[src/rtl/reg_xfer_sequencer.sv]
// reg_xfer_sequencer: expands LOAD/MOVE/SWAP/NOP commands into single-cycle register bank strobes
module reg_xfer_sequencer #(
  parameter int DATA_W  = 16,
  parameter int ADDR_W  = 3,
  parameter int SCRATCH = 7
) (
  input  logic              clk,
  input  logic              rst,
  input  logic              cmd_valid,
  output logic              cmd_ready,
  input  logic [1:0]        cmd_op,
  input  logic [ADDR_W-1:0] cmd_src,
  input  logic [ADDR_W-1:0] cmd_dest,
  input  logic [DATA_W-1:0] cmd_data,
  output logic [ADDR_W-1:0] rf_src,
  output logic [ADDR_W-1:0] rf_dest,
  output logic              rf_move,
  output logic              rf_in,
  output logic [DATA_W-1:0] rf_data,
  output logic              busy,
  output logic              done,
  output logic              err
);
  localparam logic [1:0] OP_LOAD = 2'b01, OP_MOVE = 2'b10, OP_SWAP = 2'b11;
  localparam logic [ADDR_W-1:0] SCR = ADDR_W'(SCRATCH);
  typedef enum logic [2:0] {IDLE, S1, S2, S3, FIN} state_t;
  state_t state, state_n;
  logic [1:0] op_q, op;
  logic [ADDR_W-1:0] src_q, dest_q, src, dest, src_n, dest_n;
  logic [DATA_W-1:0] data_q, data, data_n;
  logic accept, bad, move_n, in_n;
  // Outputs are registered from the next state, so the accepting edge uses the live command fields.
  always_comb begin
    accept = cmd_valid && cmd_ready;
    op = accept ? cmd_op : op_q;
    src = accept ? cmd_src : src_q;
    dest = accept ? cmd_dest : dest_q;
    data = accept ? cmd_data : data_q;
    bad = op == OP_SWAP && (src == SCR || dest == SCR);
    state_n = state == IDLE ? (!accept ? IDLE : (op != 2'b00 && !bad) ? S1 : FIN)
            : state == S1   ? (op == OP_SWAP ? S2 : FIN)
            : state == S2   ? S3
            : state == S3   ? FIN
            : IDLE;
    move_n = (state_n == S1 && op != OP_LOAD) || state_n == S2 || state_n == S3;
    in_n = state_n == S1 && op == OP_LOAD;
    src_n = state_n == S1 ? (op == OP_LOAD ? '0 : src)
          : state_n == S2 ? dest
          : state_n == S3 ? SCR
          : '0;
    dest_n = state_n == S1 ? (op == OP_SWAP ? SCR : dest)
           : state_n == S2 ? src
           : state_n == S3 ? dest
           : '0;
    data_n = in_n ? data : '0;
  end
  always_ff @(posedge clk) begin
    if (rst) begin
      state <= IDLE;
      cmd_ready <= 1'b1;
      busy <= 1'b0;
      done <= 1'b0;
      err <= 1'b0;
      rf_move <= 1'b0;
      rf_in <= 1'b0;
      rf_src <= '0;
      rf_dest <= '0;
      rf_data <= '0;
      op_q <= '0;
      src_q <= '0;
      dest_q <= '0;
      data_q <= '0;
    end else begin
      state <= state_n;
      cmd_ready <= state_n == IDLE;
      busy <= state_n != IDLE;
      done <= state_n == FIN;
      err <= state_n == FIN && bad;
      rf_move <= move_n;
      rf_in <= in_n;
      rf_src <= src_n;
      rf_dest <= dest_n;
      rf_data <= data_n;
      if (accept) begin
        op_q <= cmd_op;
        src_q <= cmd_src;
        dest_q <= cmd_dest;
        data_q <= cmd_data;
      end
    end
  end
endmodule

[config.mk]
export PLATFORM = sky130hd
export DESIGN_NAME = reg_xfer_sequencer
export DESIGN_NICKNAME = d
export VERILOG_FILES = /design/src/rtl/reg_xfer_sequencer.sv
export SDC_FILE = /design/constraint.sdc
export NUM_CORES = 1
export LEC_CHECK = 0
export CAP_MARGIN = 20
export CORE_MARGIN = 2
export CORE_UTILIZATION = 31
export DETAILED_ROUTE_END_ITERATION = 8
export GPL_ROUTABILITY_DRIVEN = 0
export PLACE_DENSITY = 0.64
export SETUP_SLACK_MARGIN = 0.3
export SLEW_MARGIN = 20
export SYNTH_ARGS = -nofsm -noshare
export SYNTH_HDL_FRONTEND = slang
export SYNTH_SLANG_ARGS = --single-unit
[constraint.sdc]
create_clock -name clk -period 1.95 [get_ports clk]
set_input_delay 0.195 -clock clk [delete_from_list [all_inputs] [get_ports clk]]
set_output_delay 0.195 -clock clk [all_outputs]
set_load 0.01 [all_outputs]
==> metrics <==
outcome=complete, no violations; combinational fraction of design power=0.230; synthesized cell area=0.002001 sq mm; most frequent cell after synthesis=dfxtp_1; CP top delay family=compound AO/OA/AOI/OAI gates; pre-CTS setup slack=-0.04220 ns; detailed-route via count=1637; drc violations=0; Critical Path RT=2.18 ns; final worst slack=0.3381 ns; internal cell power=1.756 mW; input/output buffers=54; CP Max Fanout=4; post-synth top area share=0.5503; DRT Pass-1 Iters=4; Finished Layout Cells=346; RSZ-0062 raised after global routing=yes; vias per cell=4.731; setup TNS=0 ns; Synth area leader=dfxtp_1; final core occ=0.4533; Worst R2R Setup Slack=0.34 ns; cell mode on critical path=o211ai_1; vias in the first global route=1581; reg-to-reg endpoint=rf_src[2]; path type of the worst min-delay path=flop to flop; Buf/Inv on CP=1; initial drt markers=65; sw frac=0.2695; Clock Skew=0.007787 ns; CTS tree=done; cts-stage hold buffer count=0; cells along the critical path=and2_4 -> mux2_4 -> a22oi_4 -> buf_6 -> o211ai_1 -> o211ai_1; FMAX=0.6204 GHz; worst stage delay on the critical path=0.37 ns; Slew headroom=0.7226; pwr dens=845.0 mW/mm^2; Syn. warnings=0; sequential power share=0.517; Antenna diodes=0; Die ar.=0.007112 sq mm; hold depth=2; Setup CP Type=flop to flop; first-pass GRT wire length=7238 um; worst reg2reg path depth=6; Worst setup SP type=flop; Async SR Flop Fraction=0; register bit total from synthesis=55; synth unique cells=37; Final Hold Viols=0; VDD IR max=0.3975 mV; beginning of the worst hold path=data_q[9]; crit end category=flop; Die H=84.34 um; post-route ant nets=0; final WL=4347 um; ratio of cells with drive above 1 in the final layout=0.1524; min Tclk post-route=1.612 ns; maxcap violations=0; dpl cells=336; Routed WL per cell=12.56 um; clock latency on the worst-skew pair=0.30 ns; total gr overflow=0; final slew viol count=0; Final setup viols=0; CP max-delay cell=dfxtp_4; Hold Path End=rf_data[9]; gr usage total=0.1247; Die Span X=84.34 um; initial antenna violation count=0; num ports=55; most used flip-flop cell after synthesis=dfxtp_1; starting density of the core=0.3187; Tcrit/Tclk final=0.8266; Layout Nets=295; clk sinks=55; Syn Area/Cell=10.26 sq um; Post-synth EDFFs=0; row cnt=29; Clk network pwr share=0.252; Post-Syn Nets=222; CTS Buf Count=5; core box area=0.006277 sq mm; clk buf depth=2; area grow syn2layout=42.21%; Hold Slack=0.4909 ns; Worst Max-Slew Pin Slew=0.4046 ns; Mapped Cells=195; Post-synth top cells=55 x dfxtp_1, 44 x nor2_1, 22 x mux2i_1; reg2reg start=cmd_ready; Detailed Place HPWL=3208 um; CTS HTree Levels=2; Worst Path Arrival=1.84 ns; Synth area leaders=dfxtp_1 55%, mux2i_1 11%, nor2_1 8.3%, a21oi_1 1.5%, buf_2 1.5%; register area share after synthesis=0.5503; largest net degree at the start of global routing=25; leakage power=1.189 nW; Root Driver=clkbuf_8; Psw=648.0 uW; clk slew on worst S/H paths=0.10 ns
-- state kept, by name, indices dropped and copies added (netlist names) --
name	flops
src_q	3
rf_dest	3
rf_move	1
state	3
cmd_ready	1
rf_src	3
op_q	2
done	1
data_q	16
rf_in	1
busy	1
dest_q	3
err	1
rf_data	16
-- cells in the final DEF (no fill, tap or decap), types with 2 or more instances in the layout --
cell type        Yosys  routed
dfxtp_1             55      54
clkdlybuf4s50_1      0      53
nor2_1              44      44
mux2i_1             22      22
buf_4                0      20
nand2_1              8       8
a21oi_1              6       6
clkbuf_8             0       5
o21ai_1              3       4
o21ai_0              5       4
o211ai_1             4       4
nor3_1               3       3
o22ai_1              3       3
nand2b_1             3       3
and4_1               2       2
nor2b_1              2       2
mux2_4               2       2
nand4_1              2       2
and3_1               2       2
a21o_1               2       2
buf_6                1       2
-- cell families (layout without fill, tap and decap cells) --
group,Yosys count,in the layout,synth area share
flip-flops,55,55,0.5503
AND/OR/NAND/NOR,76,76,0.1901
multiplexers,24,24,0.1251
XOR/XNOR,1,1,0.004379
buffers and inverters,11,85,0.02814
AO/OA/AOI/OAI,28,28,0.1019
-- power by group through the flow --
stage	combinational, mW	sequential, mW	clock (mW)
floorplan	0.299	1.28	0
global placement	0.525	1.27	0
detailed placement	0.528	1.28	0
CTS	0.552	1.24	0.638
global route	0.602	1.25	0.683
finish	0.554	1.24	0.607
-- per-layer routing --
metal	track usage	share of wire	vias to the layer above
li1	-	-	813
met1	0.1471	0.42	777
met2	0.2179	0.51	43
met3	0.04326	0.057	4
met4	0.03030	0.0071	0
met5	0	0	-
-- worst max-delay path by stage --
stage | start | end | slack (ns) | cells past startpoint
floorplan | cmd_ready | busy | 0.33 | 5
global placement | cmd_valid | rf_src[0] | -0.005 | 7
detailed placement | cmd_valid | rf_src[1] | -0.04 | 7
CTS | cmd_ready | rf_src[0] | 0.29 | 6
global route | cmd_ready | rf_src[0] | 0.24 | 6
finish | cmd_ready | rf_src[2] | 0.34 | 6
-- layout make-up --
| cell class | count | area [sq um] |
|---|---|---|
| fill | 593 | 3432 |
| sequential | 55 | 1105 |
| multi-input combinational | 129 | 843.3 |
| timing repair buffer | 76 | 711.9 |
| tap | 77 | 96.34 |
| clock buffer | 6 | 72.57 |
| clock inverter | 2 | 12.51 |
| inverter | 1 | 3.754 |
-- worst reg2reg max path, stage by stage, from the launching register on --
cell and delay (ns):
dfxtp_4 0.37, and2_4 0.16, mux2_4 0.32, a22oi_4 0.21, buf_6 0.13, o211ai_1 0.15, o211ai_1 0.21
-- metrics by stage --
stage,cell area [sq um],power (mW)
2_1_floorplan,2002,1.579
3_3_place_gp,2736,1.798
3_5_place_dp,2736,1.804
4_1_cts,2841,2.434
5_1_grt,2845,2.538
6_report,2845,2.404
-- what timing repair did --
item,in CTS,in global routing
endpoints found under the hold margin,0,0
endpoints found under the setup margin,4,7
buffers inserted,2,0
gates resized for setup,3,2
pin swaps,3,5
Power figures use the tool's default switching activity.
